<file path="src/rtl/fifo_arb_pkg.sv">
// Shared types and width helper for the FIFO write-port arbiter.
package fifo_arb_pkg;

  typedef enum logic {
    ARB  = 1'b0,
    XFER = 1'b1
  } arb_state_t;

  function automatic int idx_width(input int n);
    return (n <= 2) ? 1 : $clog2(n);
  endfunction

endpackage

</file>
<file path="src/rtl/rr_pick.sv">
// Round-robin picker: first set request strictly after ptr, wrapping modulo NREQ.
module rr_pick
  import fifo_arb_pkg::*;
#(
  parameter int NREQ = 4,
  parameter int IDXW = idx_width(NREQ)
) (
  input  logic [NREQ-1:0] req,
  input  logic [IDXW-1:0] ptr,
  output logic            any,
  output logic [IDXW-1:0] idx
);

  logic [NREQ-1:0] rot;
  int              sel;

  // Rotate so the slot after ptr lands at bit 0, priority-encode, then undo the rotation.
  always_comb begin
    rot = '0;
    sel = 0;
    for (int i = 0; i < NREQ; i++) begin
      rot[i] = req[(i + int'(ptr) + 1) % NREQ];
    end
    for (int i = NREQ - 1; i >= 0; i--) begin
      if (rot[i]) sel = i;
    end
    any = |req;
    idx = IDXW'((sel + int'(ptr) + 1) % NREQ);
  end

endmodule

</file>
<file path="src/rtl/fifo_wr_arbiter.sv">
// Packet-locked round-robin arbiter sharing one async-FIFO write port among NREQ requesters.
//   state | meaning
//   ARB   | idle / choosing the next owner; no writes this cycle
//   XFER  | grant_id owns the write port until its last beat is written
module fifo_wr_arbiter
  import fifo_arb_pkg::*;
#(
  parameter int NREQ   = 4,
  parameter int DWIDTH = 8,
  parameter int IDXW   = idx_width(NREQ)
) (
  input  logic                   wclk,
  input  logic                   wrst,
  input  logic [NREQ-1:0]        req_valid,
  input  logic [NREQ*DWIDTH-1:0] req_data,
  input  logic [NREQ-1:0]        req_last,
  output logic [NREQ-1:0]        req_ready,
  input  logic                   wfull,
  output logic                   winc,
  output logic [DWIDTH-1:0]      wdata,
  output logic [IDXW-1:0]        grant_id,
  output logic                   busy,
  output logic                   pkt_done
);

  arb_state_t      state_q, state_d;
  logic [IDXW-1:0] rr_ptr;
  logic            pick_any;
  logic [IDXW-1:0] pick_idx;
  logic            xfer_last;

  rr_pick #(.NREQ(NREQ), .IDXW(IDXW)) u_pick (
    .req (req_valid),
    .ptr (rr_ptr),
    .any (pick_any),
    .idx (pick_idx)
  );

  always_ff @(posedge wclk or posedge wrst) begin
    if (wrst) begin
      state_q  <= ARB;
      grant_id <= '0;
      rr_ptr   <= IDXW'(NREQ - 1);
      pkt_done <= 1'b0;
    end else begin
      state_q  <= state_d;
      pkt_done <= xfer_last;
      if (state_q == ARB && pick_any) begin
        grant_id <= pick_idx;
        rr_ptr   <= pick_idx;
      end else if (xfer_last) begin
        grant_id <= '0;
      end
    end
  end

  // wfull gates the strobe combinationally; the FIFO's registered flag makes this safe.
  always_comb begin
    state_d   = state_q;
    winc      = 1'b0;
    req_ready = '0;
    busy      = 1'b0;
    xfer_last = 1'b0;
    wdata     = req_data[int'(grant_id)*DWIDTH +: DWIDTH];
    case (state_q)
      ARB: begin
        if (pick_any) state_d = XFER;
      end
      XFER: begin
        busy                = 1'b1;
        req_ready[grant_id] = ~wfull;
        winc                = req_valid[grant_id] & ~wfull;
        xfer_last           = winc & req_last[grant_id];
        if (xfer_last) state_d = ARB;
      end
      default: state_d = ARB;
    endcase
  end

endmodule

</file>
<file path="config.mk">
export PLATFORM = sky130hd
export DESIGN_NAME = fifo_wr_arbiter
export DESIGN_NICKNAME = d
export VERILOG_FILES = /design/src/rtl/fifo_arb_pkg.sv /design/src/rtl/rr_pick.sv /design/src/rtl/fifo_wr_arbiter.sv
export SDC_FILE = /design/constraint.sdc
export NUM_CORES = 1
export LEC_CHECK = 0
export ABC_CLOCK_PERIOD_IN_PS = 2200
export CORE_AREA = 2 2 52 54
export CTS_CLUSTER_DIAMETER = 60
export DETAILED_ROUTE_END_ITERATION = 10
export DIE_AREA = 0 0 54 56
export PLACE_DENSITY_LB_ADDON = 0.25
export RECOVER_POWER = 50
export SYNTH_ARGS = -nofsm -noshare
export SYNTH_HDL_FRONTEND = slang
export SYNTH_HIERARCHICAL = 1
export SYNTH_SLANG_ARGS = --single-unit
</file>
<file path="constraint.sdc">
create_clock -name wclk -period 2.2 [get_ports wclk]
set_input_delay 0.33 -clock wclk [delete_from_list [all_inputs] [get_ports wclk]]
set_output_delay 0.33 -clock wclk [all_outputs]
set_load 0.05 [all_outputs]
</file>
==> summary.txt <==
STA
  – Final period util: between 90% and 100%
  – RSZ-0062 raised after global routing: false
  – Worst clock skew: 0.000375 ns
  – Slew Limit Fails: 0
  – Peak Freq: 490 MHz
  – Post-layout min period: 2.04 ns
  – Setup violations, final: 0
  – Hold WS: 0.440 ns
  – Normalized max-slew margin: 58.8%
  – Final hold vios: 0
  – Least-Margin Pin Slew: 0.621 ns
  – Setup TNS: 0 ns
  – Final WS setup: 0.158 ns

Critical path
  – Most used cell, CP: nand2_1
  – Crit-path max FO: 7
  – CP max stage delay: 0.63 ns
  – Slowest stage cell, crit path: dlygate4sd3_1
  – Startpoint Class: input pin
  – R2R setup slack: 0.18 ns
  – Critical path arrival: 2.17 ns
  – WS Path Type: in -> reg
  – Critical Path RT: around 2.3 ns
  – CP Buf/Inv Count: 1
  – Critical Path End Type: flop
  – Crit-path leading delay family: compound AO/OA/AOI/OAI gates
  – Cell Chain, Critical Path: dlygate4sd3_1 -> a311oi_1 -> a21oi_1 -> a211oi_2 -> ha_1 -> xor2_1 -> xnor2_1 -> nand2_1 -> nand2_1

Placed design
  – Placed inst area: 0.00143 mm2
  – Cells after DPL: approximately 170
  – Final HPWL DP: about 1900 um
  – Routability Congestion: 0.762
  – Pre-CTS WS: 0.0387 ns
  – Port Buf Inserts: 59

Yosys
  – Top cells by area, synth: mux4_2, dfrtp_1, dfstp_2
  – Synth Area per Inst: 9.84 um2
  – Share of the synthesized area in the top cell type: between 20% and 30%
  – Netlist cell types: 38
  – Asr flop ratio synth: between 90% and 100%
  – Syn Nets: 119
  – Synth Instances: 75
  – Sequential fraction of the synthesis area: 20.7%
  – Most common cell in the netlist: nor2_1
  – Synth Cell Area: 738 um2
  – Top post-synthesis cells by count: nor2_1, mux4_2, nand2_1
  – Flops & latches, synth: 6
  – Area leader, netlist: mux4_2
  – Post-synth EDFFs: 0
  – Number of synthesis warnings: 6
  – Most frequently used flop master after synthesis: dfrtp_1

Flow run
  – Max Cap Viol: 0

Clock network
  – Clk sinks: 6
  – Post_cts resized: 0
  – Later-pin clock latency in the skew report: between 0.2 and 0.3 ns
  – Clock buffer count from CTS: 3
  – Longest Clk Path Bufs: 2
  – # hold bufs at CTS: 0
  – CTS tree: done
  – Post-CTS Setup Inserts: 0
  – Htree depth: 1
  – Clock-pin slew on the worst setup and hold paths: 0.05 ns
  – CTS root buf: clkbuf_4

Power
  – Switch share: between 50% and 60%
  – Leakage power: 0.571 nW
  – Clock network power share: between 7 and 8%
  – Pwr Density: roughly 1100 mW/mm2
  – Int Power: 0.773 mW
  – Seq pwr share: ~15%
  – Power Total: approximately 1.6 mW
  – Peak supply drop: between 600 and 700 uV
  – Sw Pwr: 0.811 mW
  – Combinational share of power: 77.5%

Global route
  – Initial antenna violation count: 0
  – Vias in the first global route: 813
  – Pin count of the biggest net entering global routing: 11
  – First-pass GRT wire length: 3490 um
  – Total grt overflow: 0
  – Total global-route track usage: 15.4%

Finish
  – Non-Filler Instances: 170
  – Fin util: 57.9%
  – Net count, final: 185
  – Final Instance Area: 0.00141 mm2
  – Fraction of layout instances using a drive strength above 1: roughly 28%
  – Syn-to-layout area delta: 90.8%
  – Ant diodes: 0
  – Fill cells: 227

Min path
  – Type of the worst min-delay path: in -> async

Routing
  – Post-Route WL: roughly 2300 um
  – DRC: 0
  – Detailed-route via count: around 850
  – Vias/cell: approximately 5
  – WL/cell: 13.7 um
  – Detailed Route Iter0 Violations: 11
  – Remaining antenna violation count: 0
  – Drt pass-1 iters: 4

Die
  – I/O pin cnt: 60
  – Core area: 0.00243 mm2
  – Die area: 0.00302 mm2
  – Die X-Extent: 54 um
  – Die Y: 56 um
  – Cell Rows: 18
  – Initial Util: 30.3%

Run status
  – Outcome: finished clean
-- power groups by stage --
stage | logic (mW) | clock network, mW | registers [mW]
after floorplan | 0.825 | 0 | 0.281
after global placement | 1.27 | 0 | 0.241
after detailed placement | 1.27 | 0 | 0.244
after CTS | 1.28 | 0.120 | 0.244
after global routing | 1.31 | 0.128 | 0.254
final | 1.23 | 0.114 | 0.243
-- cell families after synthesis --
| logic type | synth area share (%) |
|---|---|
| DFF | 20.7 |
| adders and majority gates | 1.69 |
| muxes | 30.0 |
| buffers and inverters | 7.46 |
| AOI/OAI and AO/OA | 16.6 |
| and+or+nand+nor | 21.2 |
| xor gates and xnor gates | 2.37 |
-- sequential cells by signal (all words and copies together) (netlist names) --
signal    flops
grant_id      2
rr_ptr        2
pkt_done      1
state_q       1
-- path summary, 6_finish.rpt --
path | startpoint | cells after the start | end
setup / recovery | req_valid[3] | 9 | grant_id[1]$_DFFE_PP0P_
hold / removal | wrst | 2 | grant_id[1]$_DFFE_PP0P_
setup reg to reg | rr_ptr[0]$_DFFE_PP1P_ | 9 | grant_id[1]$_DFFE_PP0P_
hold reg to reg | rr_ptr[1]$_DFFE_PP1P_ | 2 | rr_ptr[1]$_DFFE_PP1P_
max in group asynchronous | wrst | 2 | rr_ptr[1]$_DFFE_PP1P_
min in group wclk | rr_ptr[1]$_DFFE_PP1P_ | 2 | rr_ptr[1]$_DFFE_PP1P_
-- metal layers --
metal  share of wire [%]  global-route usage [%]  up-vias  wire [um]
li1                    -                       -      412          -
met1                  38                    16.5      394        879
met2                  47                    26.3       43       1080
met3                  14                    5.38        5        326
met4                 1.7                    6.43        0         40
met5                   0                       0        -          0
-- layout make-up --
cell class / instances / area [um2] / area share, %
multi-input cells: 58 / 526 / 37.3
flip-flops and latches: 6 / 153 / 10.8
repair buffers: 66 / 642 / 45.6
clock buffers: 4 / 26.3 / 1.87
inverters: 6 / 25.0 / 1.78
well taps: 30 / 37.5 / 2.66
-- layout by cell type (no fill, tap or decap), types with 2 or more instances in the layout --
master | netlist | layout
clkdlybuf4s50_1 | 0 | 41
buf_4 | 0 | 14
nor2_1 | 11 | 11
mux4_2 | 8 | 8
nand2_1 | 6 | 6
inv_1 | 5 | 5
clkbuf_1 | 0 | 4
dfrtp_1 | 4 | 4
buf_12 | 0 | 4
mux2i_1 | 3 | 3
clkbuf_4 | 0 | 3
dlygate4sd3_1 | 0 | 3
nor3_1 | 3 | 3
dfstp_2 | 2 | 2
a21oi_1 | 2 | 2
nor4_1 | 2 | 2
Note: power is estimated with default switching activity, not from simulation.
